==> src/rtl/rr_decoder_arbiter.sv <==
// Four-way round-robin arbiter with a bounded hold time per grant.
// Outputs are registered; gnt is the one-hot decode of sel, gated by valid.
//
// state   | meaning
// --------+------------------------------------------------------------
// IDLE    | no owner; picks the next requester after ptr when req != 0
// GRANT   | owner in sel, cnt counts held cycles up to HOLD_MAX-1
// RELEASE | one dead cycle after a release before arbitration resumes
module rr_decoder_arbiter #(
    parameter int HOLD_MAX = 8
) (
    input  logic       clk,
    input  logic       rst_n,
    input  logic [3:0] req,
    input  logic       done,
    output logic [3:0] gnt,
    output logic [1:0] sel,
    output logic       valid,
    output logic       timeout
);

    typedef enum logic [1:0] {
        IDLE    = 2'd0,
        GRANT   = 2'd1,
        RELEASE = 2'd2
    } state_t;

    localparam logic [7:0] CNT_LAST = 8'(HOLD_MAX - 1);

    state_t     state, state_d;
    logic [1:0] ptr, ptr_d;
    logic [1:0] sel_d;
    logic [7:0] cnt, cnt_d;
    logic       valid_d;
    logic       timeout_d;
    logic [3:0] gnt_d;

    logic [1:0] pick;
    logic       hold_end;
    logic       owner_req;
    logic       release_now;

    // First requester strictly after p, wrapping around to p itself last.
    function automatic logic [1:0] rr_pick(input logic [3:0] r, input logic [1:0] p);
        logic [1:0] idx;
        logic       found;
        rr_pick = p;
        found   = 1'b0;
        for (int i = 1; i <= 4; i++) begin
            idx = p + i[1:0];
            if (!found && r[idx]) begin
                rr_pick = idx;
                found   = 1'b1;
            end
        end
    endfunction

    always_comb begin
        pick = rr_pick(req, ptr);
    end

    assign hold_end    = (cnt == CNT_LAST);
    assign owner_req   = req[sel];
    assign release_now = done | ~owner_req | hold_end;

    always_comb begin
        state_d   = state;
        ptr_d     = ptr;
        sel_d     = sel;
        cnt_d     = cnt;
        valid_d   = valid;
        timeout_d = 1'b0;
        case (state)
            IDLE: begin
                if (req != 4'b0000) begin
                    sel_d   = pick;
                    valid_d = 1'b1;
                    cnt_d   = 8'd0;
                    state_d = GRANT;
                end else begin
                    valid_d = 1'b0;
                end
            end
            GRANT: begin
                if (release_now) begin
                    valid_d   = 1'b0;
                    ptr_d     = sel;
                    state_d   = RELEASE;
                    // A clean done on the last cycle is a normal release, not a revoke.
                    timeout_d = hold_end & ~done & owner_req;
                end else if (!hold_end) begin
                    cnt_d = cnt + 8'd1;
                end
            end
            RELEASE: begin
                valid_d = 1'b0;
                state_d = IDLE;
            end
            default: begin
                valid_d = 1'b0;
                state_d = IDLE;
            end
        endcase
        gnt_d = valid_d ? (4'b0001 << sel_d) : 4'b0000;
    end

    always_ff @(posedge clk or negedge rst_n) begin
        if (!rst_n) begin
            state   <= IDLE;
            ptr     <= 2'd3;
            sel     <= 2'd0;
            cnt     <= 8'd0;
            valid   <= 1'b0;
            timeout <= 1'b0;
            gnt     <= 4'b0000;
        end else begin
            state   <= state_d;
            ptr     <= ptr_d;
            sel     <= sel_d;
            cnt     <= cnt_d;
            valid   <= valid_d;
            timeout <= timeout_d;
            gnt     <= gnt_d;
        end
    end

endmodule

==> config.mk <==
export PLATFORM = sky130hd
export DESIGN_NAME = rr_decoder_arbiter
export DESIGN_NICKNAME = d
export VERILOG_FILES = /design/src/rtl/rr_decoder_arbiter.sv
export SDC_FILE = /design/constraint.sdc
export NUM_CORES = 1
export LEC_CHECK = 0
export CAP_MARGIN = 20
export CORE_ASPECT_RATIO = 0.8
export CORE_MARGIN = 8
export CORE_UTILIZATION = 40
export CTS_BUF_LIST = sky130_fd_sc_hd__clkbuf_8 sky130_fd_sc_hd__clkbuf_16
export DETAILED_ROUTE_END_ITERATION = 10
export PLACE_DENSITY_LB_ADDON = 0.25
export SYNTH_ARGS = -nofsm -noshare
export SYNTH_HDL_FRONTEND = slang
export SYNTH_SLANG_ARGS = --single-unit
==> constraint.sdc <==
create_clock -name clk -period 4.7 [get_ports clk]
set_input_delay 0.94 -clock clk [delete_from_list [all_inputs] [get_ports clk]]
set_output_delay 0.94 -clock clk [all_outputs]
set_load 0.005 [all_outputs]
Yosys cells after proc, flatten, opt, wreduce, memory -nomap -nowiden

Index checks and enable logic that the tools add are counted.

Shift operators: 1
$lt $le $gt $ge: 5
Bitwise logic cells: 6
Mux-type cells: 32
Equal/unequal tests: 6
Reduce and logical (&&, ||, !) cells: 12
$add $sub $neg: 4

Operators by type and width:

| operator            | count |
|---|---|
| $mux 8              | 3 |
| $mux 2              | 8 |
| $pmux 8 s2          | 1 |
| $lt 2x3->1 const B  | 5 |
| $mux 1              | 12 |
| $bmux 1 s2          | 5 |
| $add 8x1->8 const B | 1 |
| $eq 8x3->1 const B  | 1 |
| $ne 2x2->1 const B  | 4 |
| $add 2x2->2 const B | 2 |
| $mux 4              | 1 |
| $pmux 2 s2          | 1 |
| $reduce_and 2->1    | 2 |
| $reduce_and 4->1    | 1 |
| $reduce_bool 4->1   | 1 |
| $shl 1x2->4 const A | 1 |
| $logic_and 1x1->1   | 3 |
| $logic_not 1->1     | 3 |
| $add 2x1->2 const B | 1 |
| $and 1x1->1         | 2 |
| $eq 2x1->1 const B  | 1 |
| $logic_not 2->1     | 1 |
| $not 1->1           | 2 |
| $or 1x1->1          | 2 |
| other kinds (2)     | 2 |

Logic and storage cells: 73
Register bits: 20
Output and inout bits: 8

Longest topological paths before layout

Gate-level depths: netlist of the first run.

Word-level depth: 17
Gate-level depth with buffers: 6
Gate-level depth less buffers: 5

Worst setup path after synthesis of the first run

No wires, ideal clock.

Kind: input to register
From: in req[1]
To: reg gnt[0]
Slack: 2481 ps
Stages on the path: 4
Data arrival time: 2098 ps
Library setup time: 121 ps
Data required time: 4579 ps
Path through: or4_1 and2_4 a41oi_2 and4b_1

Cells in the longest elaborated chain, start to end: 16

RTL lines:

| item                         | RTL line | text |
|---|---|---|
| start, declared              | 14       | `input logic [3:0] req,` |
| $bmux 1 s2                   | 51       | `if (!found && r[idx]) begin` |
| $mux 1 (not written as such) | 51       |  |
| $mux 1                       | 51       |  |
| $logic_not 1->1              | 51       |  |
| $logic_and 1x1->1            | 51       |  |
| $mux 1                       | 51       |  |
| $logic_not 1->1              | 51       |  |
| $logic_and 1x1->1            | 51       |  |
| $mux 1                       | 51       |  |
| $logic_not 1->1              | 51       |  |
| $logic_and 1x1->1            | 51       |  |
| $mux 2                       | 51       |  |
| $mux 2                       | 75       | `if (req != 4'b0000) begin` |
| $mux 2                       | 73       | `case (state)` |
| $shl 1x2->4                  | 104      | `gnt_d = valid_d ? (4'b0001 << sel_d) : 4'b0000;` |
| $mux 4 *                     | 104      |  |
| via gnt_d[0]                 | 36       | `logic [3:0] gnt_d;` |
| end signal, assigned         | 123      | `gnt <= gnt_d;` |
| end, declared                | 16       | `output logic [3:0] gnt,` |

The timed path passes the listed nets; every way through them passes the cells marked *. The select of a mux whose other input is x is not followed.
A chain may end at the register's enable or synchronous reset.

Final worst setup path of the first run

From: in req[1]
To: reg gnt[3]

Same word-level chain as after synthesis.

==> metrics.txt, run 1 <==
core area=2480 sq um; r2r endpoint=ptr[1]; die height=62.0 um; Hold Path End=cnt[0]; Reg2Reg Launch Point=cnt[4]; most used cell, CP=nand2_1; HP Class=reg -> reg; CTS tree=done; H-tree levels=1; clock root buffer=clkbuf_8; register bit count reported by yosys=20; CTS clk-pin slew, worst paths=0.08 ns; RSZ-0062 raised after global routing=no; Worst path max stage delay=0.57 ns; Crit. End Element=flop; DR WL/cell=13.8 um; DR vias/cell=5.11; Max Clk Rate=372 MHz; CTS hold repair buffers=0; Final Hold Fails=0; setup bufs post-CTS=0; Synth async-reset ratio=1.00; grt ovf=0; Synthesis Warnings=0; Net Sw Frac=0.339; Syn Area/Cell=10.9 sq um; post-synth top area share=0.426; Syn Nets=105; final core occ=0.523; Final Setup Violations=0; Final min period=2.69 ns; Primary FF master, synth=dfrtp_1; CP max FO=14; critical-path cell list=clkdlybuf4s50_1 > or4_1 > nand2_1 > nand2_1 > a211oi_1; CP arrival=2.85 ns; Mapped Area=1060 sq um; Post-synth EDFFs=0; Max stage delay cell, worst path=or4_1; number of buffers added on ports=14; routed wire length=2.06 mm; gpl congestion=0.794; Final Skew=0.00732 ns; CP Launch Type=primary input; Die X=73.5 um; sequential group share of total power=0.374; clock latency on the worst-skew pair=0.26 ns; CP required=4.87 ns; R2R depth=4; vias in the first global route=739; Cells after Synth=97; fraction of layout cells with a size suffix above 1=0.150; hpwl dp=1.60 mm; internal power=0.485 mW; Area Overhead vs Synth=22.7%; Synth area leaders=dfrtp_1 43%, mux2i_1 11%, dfstp_2 5.0%, nand2_1 4.6%, nand2b_1 3.5%; Slew Limit Headroom=0.419; first-pass GRT wire length=3.65 mm; largest net degree at the start of global routing=21; cts bufs inserted=3; Post-layout nets=122; Initial Util=0.426; post-CTS resize count=0; leak pwr=0.595 nW; clk buf depth=2; # rows=16; clock share of power=0.232; via count=761; Post-route DRC=0; Synth cell types=38; initial antenna violation count=0; antenna diode count=0; Pre-antenna DRT Iters=4; status=complete, no violations; Final Max Tran Viols=0; Comb pwr share=0.394; I/O pins=15; Tcrit/Tclk final=0.572; Worst-Margin Slew=0.868 ns; register area share after synthesis=0.475; switching power=0.248 mW; gr usage total=0.109; Hold Crit Start=cnt[0]; number of max-cap violations=0; critical path class=in -> reg; pwr/cell area=565 nW/um^2; antenna-violating nets left=0; die area=4560 sq um; total clock sinks=20; leading area contributor after synthesis=dfrtp_1; Peak VDD IR=0.346 mV; worst hold path depth=1; DRT iter0 DRCs=57; worst reg-to-reg setup slack=2.81 ns; setup TNS=0 ns
[per-layer routing]
layer  track usage  vias to the layer above  share of wire
met5             0                        -              0
met1         0.144                      353           0.52
met2         0.151                       13           0.40
met3        0.0529                        4          0.070
met4        0.0340                        0         0.0087
li1              -                      391              -
[metrics by stage]
| step | std cells | power (mW) | hold slack [ns] | worst slack (ns) | area, sq um |
|---|---|---|---|---|---|
| after floorplan | 97 | 0.475 | 0.473 | 2.48 | 1060 |
| after global placement | 145 | 0.565 | 0.517 | 1.79 | 1230 |
| after detailed placement | 145 | 0.567 | 0.527 | 1.75 | 1230 |
| after CTS | 149 | 0.740 | 0.537 | 2.01 | 1300 |
| after global routing | 149 | 0.784 | 0.585 | 1.87 | 1300 |
| final | 149 | 0.733 | 0.533 | 2.01 | 1300 |
[final cells by class]
type | count | area, sq um
Multi-Input combinational cell | 70 | 520
Clock inverter | 1 | 30.0
Inverter | 5 | 18.8
Timing Repair Buffer | 14 | 140
Sequential cell | 20 | 503
Clock buffer | 3 | 41.3
Tap cell | 36 | 45.0
Fill cell | 230 | 1180
[synthesized netlist by cell type, types with 2 or more instances]
| cell type | number |
|---|---|
| dfrtp_1 | 18 |
| or4_1 | 2 |
| mux2_2 | 2 |
| dfstp_2 | 2 |
| and4b_1 | 2 |
| nand3_1 | 3 |
| nor3_1 | 3 |
| mux2i_1 | 12 |
| nand4_1 | 4 |
| nand2b_1 | 6 |
| inv_1 | 4 |
| nand2_1 | 13 |
[cells in the final DEF (no fill, tap or decap), types with 3 or more instances in the layout]
master and n:
mux2i_1 12, inv_1 4, nand2_1 13, clkdlybuf4s50_1 14, nor3_1 3, nand3_1 3, dfrtp_1 18, nand2b_1 6
clkbuf_8 3, nand4_1 4
[cell families after synthesis]
kind of cell | synth area share
AO/OA/AOI/OAI | 0.0898
multiplexers | 0.148
adder cells (fa/ha/maj) | 0.0118
buffers and inverters | 0.0331
AND/OR/NAND/NOR | 0.242
flip-flops | 0.475
[power groups by stage]
| stage | registers (mW) | clock network [mW] | logic [mW] |
|---|---|---|---|
| floorplan | 0.262 | 0 | 0.213 |
| detailed placement | 0.276 | 0 | 0.291 |
| CTS | 0.274 | 0.174 | 0.292 |
| finish | 0.274 | 0.170 | 0.289 |
| global route | 0.282 | 0.183 | 0.319 |
| global placement | 0.277 | 0 | 0.288 |
[how the worst max path moves through the flow]
stage | slack (ns) | depth (start not counted) | end | startpoint
2_1_floorplan | 2.48 | 4 | gnt[0] | req[1]
3_3_place_gp | 1.79 | 5 | gnt[3] | req[1]
3_5_place_dp | 1.75 | 5 | gnt[3] | req[1]
4_1_cts | 2.01 | 5 | gnt[3] | req[1]
5_1_grt | 1.87 | 5 | gnt[3] | req[1]
6_report | 2.01 | 5 | gnt[3] | req[1]
[sequential cells by signal, summed over array words and instances, names as in the netlist]
register,count
gnt,4
valid,1
timeout,1
sel,2
ptr,2
cnt,8
state,2
[critical path, delay by kind of cell]
family          cells  cell delay, ns
buf+inv             1            0.47
simple gates        3            1.15
compound gates      1            0.29
No activity file was read; power rests on OpenSTA's default activity.
==> run 2: changes to the inputs <==
==> constraint.sdc (replaced) <==
create_clock -name clk -period 2.48 [get_ports clk]
set_input_delay 0.496 -clock clk [delete_from_list [all_inputs] [get_ports clk]]
set_output_delay 0.496 -clock clk [all_outputs]
set_load 0.005 [all_outputs]
==> run 2 against run 1 <==
  * Clock power grew 44%
  * Setup slack lost 1.6 ns
  * Clock-buffer cell count grew 1
  * Non-clock buffer count grew 2
  * Via count grew 5.5%
  * Sequential power grew 91%
  * Critical endpoint is now gnt[1]
  * First-iteration DRC count shrank 46%
  * Hold slack lost 0.0067 ns
  * Core utilization shrank 0.050 points
  * Flip-flop and latch count is the same
==> metrics.txt, run 2 (same netlist as run 1, synthesis figures left out) <==
critical path class=in -> reg; max FFs per register=8; Top Family by Delay on Critical Path=simple AND/OR/NAND/NOR gates; placed cells=147; CTS hold repair buffers=0; setup bufs post-CTS=0; Max stage delay cell, worst path=or4_1; DR WL/cell=14.0 um; antenna-violating nets left=0; Post-route DRC=0; non-filler instance count after layout=151; Peak VDD IR=0.495 mV; critical-path cell list=clkdlybuf4s50_1 > or4_1 > and2_4 > mux2i_2 > inv_2 > and4b_1; leak pwr=0.598 nW; Die X=73.5 um; CP arrival=2.24 ns; number of max-cap violations=0; CP max FO=5; HP Class=reg -> reg; DRT iter0 DRCs=31; # rows=16; gpl congestion=0.858; Post-layout nets=124; Pre-antenna DRT Iters=4; Final Max Tran Viols=0; cts bufs inserted=3; fraction of layout cells with a size suffix above 1=0.165; Initial Util=0.426; RSZ-0062 raised after global routing=no; Final Setup Violations=0; DR vias/cell=5.32; hpwl dp=1.59 mm; core area=2480 sq um; final hold slack=0.526 ns; Final min period=2.10 ns; Final Hold Fails=0; H-tree levels=1; Worst path max stage delay=0.57 ns; Crit. End Element=flop; via count=803; most frequent cells in the layout=18 x dfrtp_1, 14 x clkdlybuf4s50_1, 13 x nand2_1, 12 x mux2i_1, 6 x nand2b_1; Final Skew=0.000808 ns; I/O pins=15; Top reg by flops=cnt; setup TNS=0 ns; CTS tree=done; pwr/cell area=1030 nW/um^2; die height=62.0 um; Max Clk Rate=477 MHz; post-CTS resize count=0; vias in the first global route=734; initial antenna violation count=0; CP Buf/Inv Count=2; status=complete, no violations; gr usage total=0.101; first-pass GRT wire length=3.42 mm; clock root buffer=clkbuf_8; CTS clk-pin slew, worst paths=0.07 ns; clock latency on the worst-skew pair=0.26 ns; die area=4560 sq um; antenna diode count=0; CP Launch Type=primary input; number of buffers added on ports=14; Tcrit/Tclk final=0.845; largest net degree at the start of global routing=21; CP required=2.63 ns; grt ovf=0; largest registers=cnt: 8 flops, gnt: 4 flops; Worst-Margin Slew=0.444 ns; Slew Limit Headroom=0.703; clk buf depth=2; routed wire length=2.12 mm; commonest non-fill, non-tap cell in the layout=dfrtp_1; Area Overhead vs Synth=22.6%; total clock sinks=20
run 2: worst paths after layout:
path	startpoint	endpoint	slack, ns	cells after the start
max	req[1]	gnt[1]	0.38	6
min	cnt[2]	cnt[2]	0.53	1
max reg2reg	cnt[5]	ptr[0]	0.58	4
min reg2reg	cnt[2]	cnt[2]	0.53	1
max in group asynchronous	rst_n	ptr[1]	1.65	2
min in group asynchronous	rst_n	state[1]	0.57	2
run 2: stage by stage:
| step | utilization | setup slack [ns] | cell area (sq um) | total power, mW |
|---|---|---|---|---|
| floorplan | - | 0.705 | 1060 | 0.900 |
| global placement | 0.501 | 0.168 | 1240 | 1.09 |
| detailed placement | 0.501 | 0.116 | 1240 | 1.10 |
| CTS | 0.523 | 0.401 | 1300 | 1.36 |
| global route | 0.523 | 0.331 | 1300 | 1.43 |
| finish | 0.523 | 0.384 | 1300 | 1.34 |
run 2: worst register-to-register path, delay by kind of cell (launching register included):
family           cells  cell delay, ns
AND/OR/NAND/NOR      2            0.65
multiplexers         1            0.38
AO/OA/AOI/OAI        1            0.38
flip-flops           1            0.42
run 2: power breakdown:
part | total [mW] | internal (mW) | switching [mW]
sequential | 0.522 | 0.429 | 0.0932
clock | 0.244 | 0.141 | 0.103
combinational | 0.571 | 0.288 | 0.283
total | 1.34 | 0.858 | 0.479
run 2: area by class of cell:
type                            instances  area, sq um
Inverter                                5         18.8
Clock buffer                            4         55.1
Multi-Input combinational cell         70          520
Sequential cell                        20          503
Tap cell                               36         45.0
Fill cell                             231         1180
Timing Repair Buffer                   16          155
run 2: per-layer routing:
metal,wire length (um),track usage
met1,1050,0.137
met2,909,0.145
met3,139,0.0401
met4,18,0.0255
met5,0,0
==> run 3: changes to the inputs <==
==> constraint.sdc (replaced) <==
create_clock -name clk -period 2.2 [get_ports clk]
set_input_delay 0.44 -clock clk [delete_from_list [all_inputs] [get_ports clk]]
set_output_delay 0.44 -clock clk [all_outputs]
set_load 0.005 [all_outputs]
==> run 3 against run 2 <==
  * Critical path depth unchanged
  * Design area up 3.5%
  * Flip-flop and latch count unchanged
  * First-iteration DRC count up 65%
  * Sequential power up 13%
  * Wire length up 4.6%
  * Register-to-register slack worse by 0.27 ns
  * Clock power up 15%
  * Via count up 1.0%
  * Highest routed layer unchanged
==> metrics.txt, run 3 (same netlist as run 1, synthesis figures left out) <==
status=complete, no violations; antenna-violating nets left=0; CTS clk-pin slew, worst paths=0.07 ns; clock root buffer=clkbuf_8; DR WL/cell=14.1 um; Worst path max stage delay=0.55 ns; total clock sinks=20; antenna diode count=0; first-pass GRT wire length=3.72 mm; DRT iter0 DRCs=51; Peak VDD IR=0.707 mV; leak pwr=0.627 nW; critical path class=in -> reg; H-tree levels=1; r2r endpoint=ptr[1]; number of buffers added on ports=14; setup TNS=0 ns; CP Launch Type=primary input; gpl congestion=0.831; routed wire length=2.22 mm; DP Worst Slack=-0.0221 ns; Reg2Reg Launch Point=cnt[5]; R2R depth=4; pwr/cell area=1150 nW/um^2; CP Capture Point=gnt[1]; Final Setup Violations=0; HP Class=in -> async; Final min period=1.97 ns; core area=2480 sq um; worst reg-to-reg setup slack=0.31 ns; Max Clk Rate=508 MHz; die area=4560 sq um; Top reg by flops=cnt; Final Skew=0.00167 ns; clk buf depth=2; cell count along the critical path=6; Crit. End Element=flop; DR vias/cell=5.17; largest registers=cnt: 8 flops, gnt: 4 flops; hpwl dp=1.71 mm; Initial Util=0.426; CP max FO=3; RSZ-0062 raised after global routing=no; Final Max Tran Viols=0; crit path launch=req[1]; I/O pins=15; fraction of layout cells with a size suffix above 1=0.207; Setup WS post-layout=0.233 ns; vias in the first global route=807; Pre-antenna DRT Iters=4; Worst-Margin Slew=0.440 ns; CP Buf/Inv Count=2; setup bufs post-CTS=0; Die X=73.5 um; largest net degree at the start of global routing=21; clock latency on the worst-skew pair=0.26 ns; Area Overhead vs Synth=26.8%; # rows=16; grt ovf=0; Post-route DRC=0; critical-path cell list=clkdlybuf4s50_1 > or4_1 > and2_4 > mux2i_2 > inv_2 > and4b_1; Slew Limit Headroom=0.705; most frequent cells in the layout=18 x dfrtp_1, 14 x clkdlybuf4s50_1, 13 x nand2_1, 12 x mux2i_1, 8 x buf_4; cts bufs inserted=3; gr usage total=0.108; max FFs per register=8; CTS tree=done; Max stage delay cell, worst path=or4_1; Top Family by Delay on Critical Path=simple AND/OR/NAND/NOR gates; commonest non-fill, non-tap cell in the layout=dfrtp_1; CP arrival=2.12 ns; via count=811; initial antenna violation count=0; CTS hold repair buffers=0; Final Hold Fails=0; post-CTS resize count=0; CP required=2.35 ns; Tcrit/Tclk final=0.894; number of max-cap violations=0; Post-layout nets=130; die height=62.0 um
## run 3: cell types whose count changed in the layout (fill, tap and decap cells not counted), sizes merged
cell,previous run,this run
buf,2,8
## run 3: worst min path at each step
stage,startpoint,cells past startpoint,slack [ns],endpoint
floorplan,rst_n,0,0.14,cnt[0]
global placement,cnt[2],1,0.51,cnt[2]
detailed placement,cnt[2],1,0.52,cnt[2]
CTS,rst_n,2,0.53,state[1]
global route,rst_n,2,0.54,state[1]
finish,rst_n,2,0.52,state[1]
## run 3: final cells by class
class / count / area (sq um)
clock buffer: 4 / 55.1
fill: 259 / 1140
sequential: 20 / 503
tap: 36 / 45.0
multi-input combinational: 70 / 520
timing repair buffer: 22 / 200
inverter: 5 / 18.8
## run 3: report_power, final
part | internal, mW | switching [mW]
sequential | 0.484 | 0.106
clock | 0.159 | 0.121
combinational | 0.350 | 0.325
total | 0.993 | 0.552
## run 3: layer usage
metal | vias to the layer above | wire, um | global-route usage
met5 | - | 0 | 0
met4 | 0 | 10 | 0.0170
met3 | 2 | 120 | 0.0417
met2 | 16 | 930 | 0.166
met1 | 390 | 1160 | 0.142
li1 | 403 | - | -
## run 3: per-stage QoR
stage | std cells | hold slack (ns) | cell area [sq um] | total power [mW] | util
final | 157 | 0.516 | 1340 | 1.54 | 0.541
after global routing | 157 | 0.540 | 1340 | 1.66 | 0.541
after CTS | 157 | 0.526 | 1340 | 1.56 | 0.541
after detailed placement | 153 | 0.517 | 1290 | 1.27 | 0.519
after global placement | 153 | 0.508 | 1290 | 1.26 | 0.519
after floorplan | 97 | 0.144 | 1060 | 1.01 | -
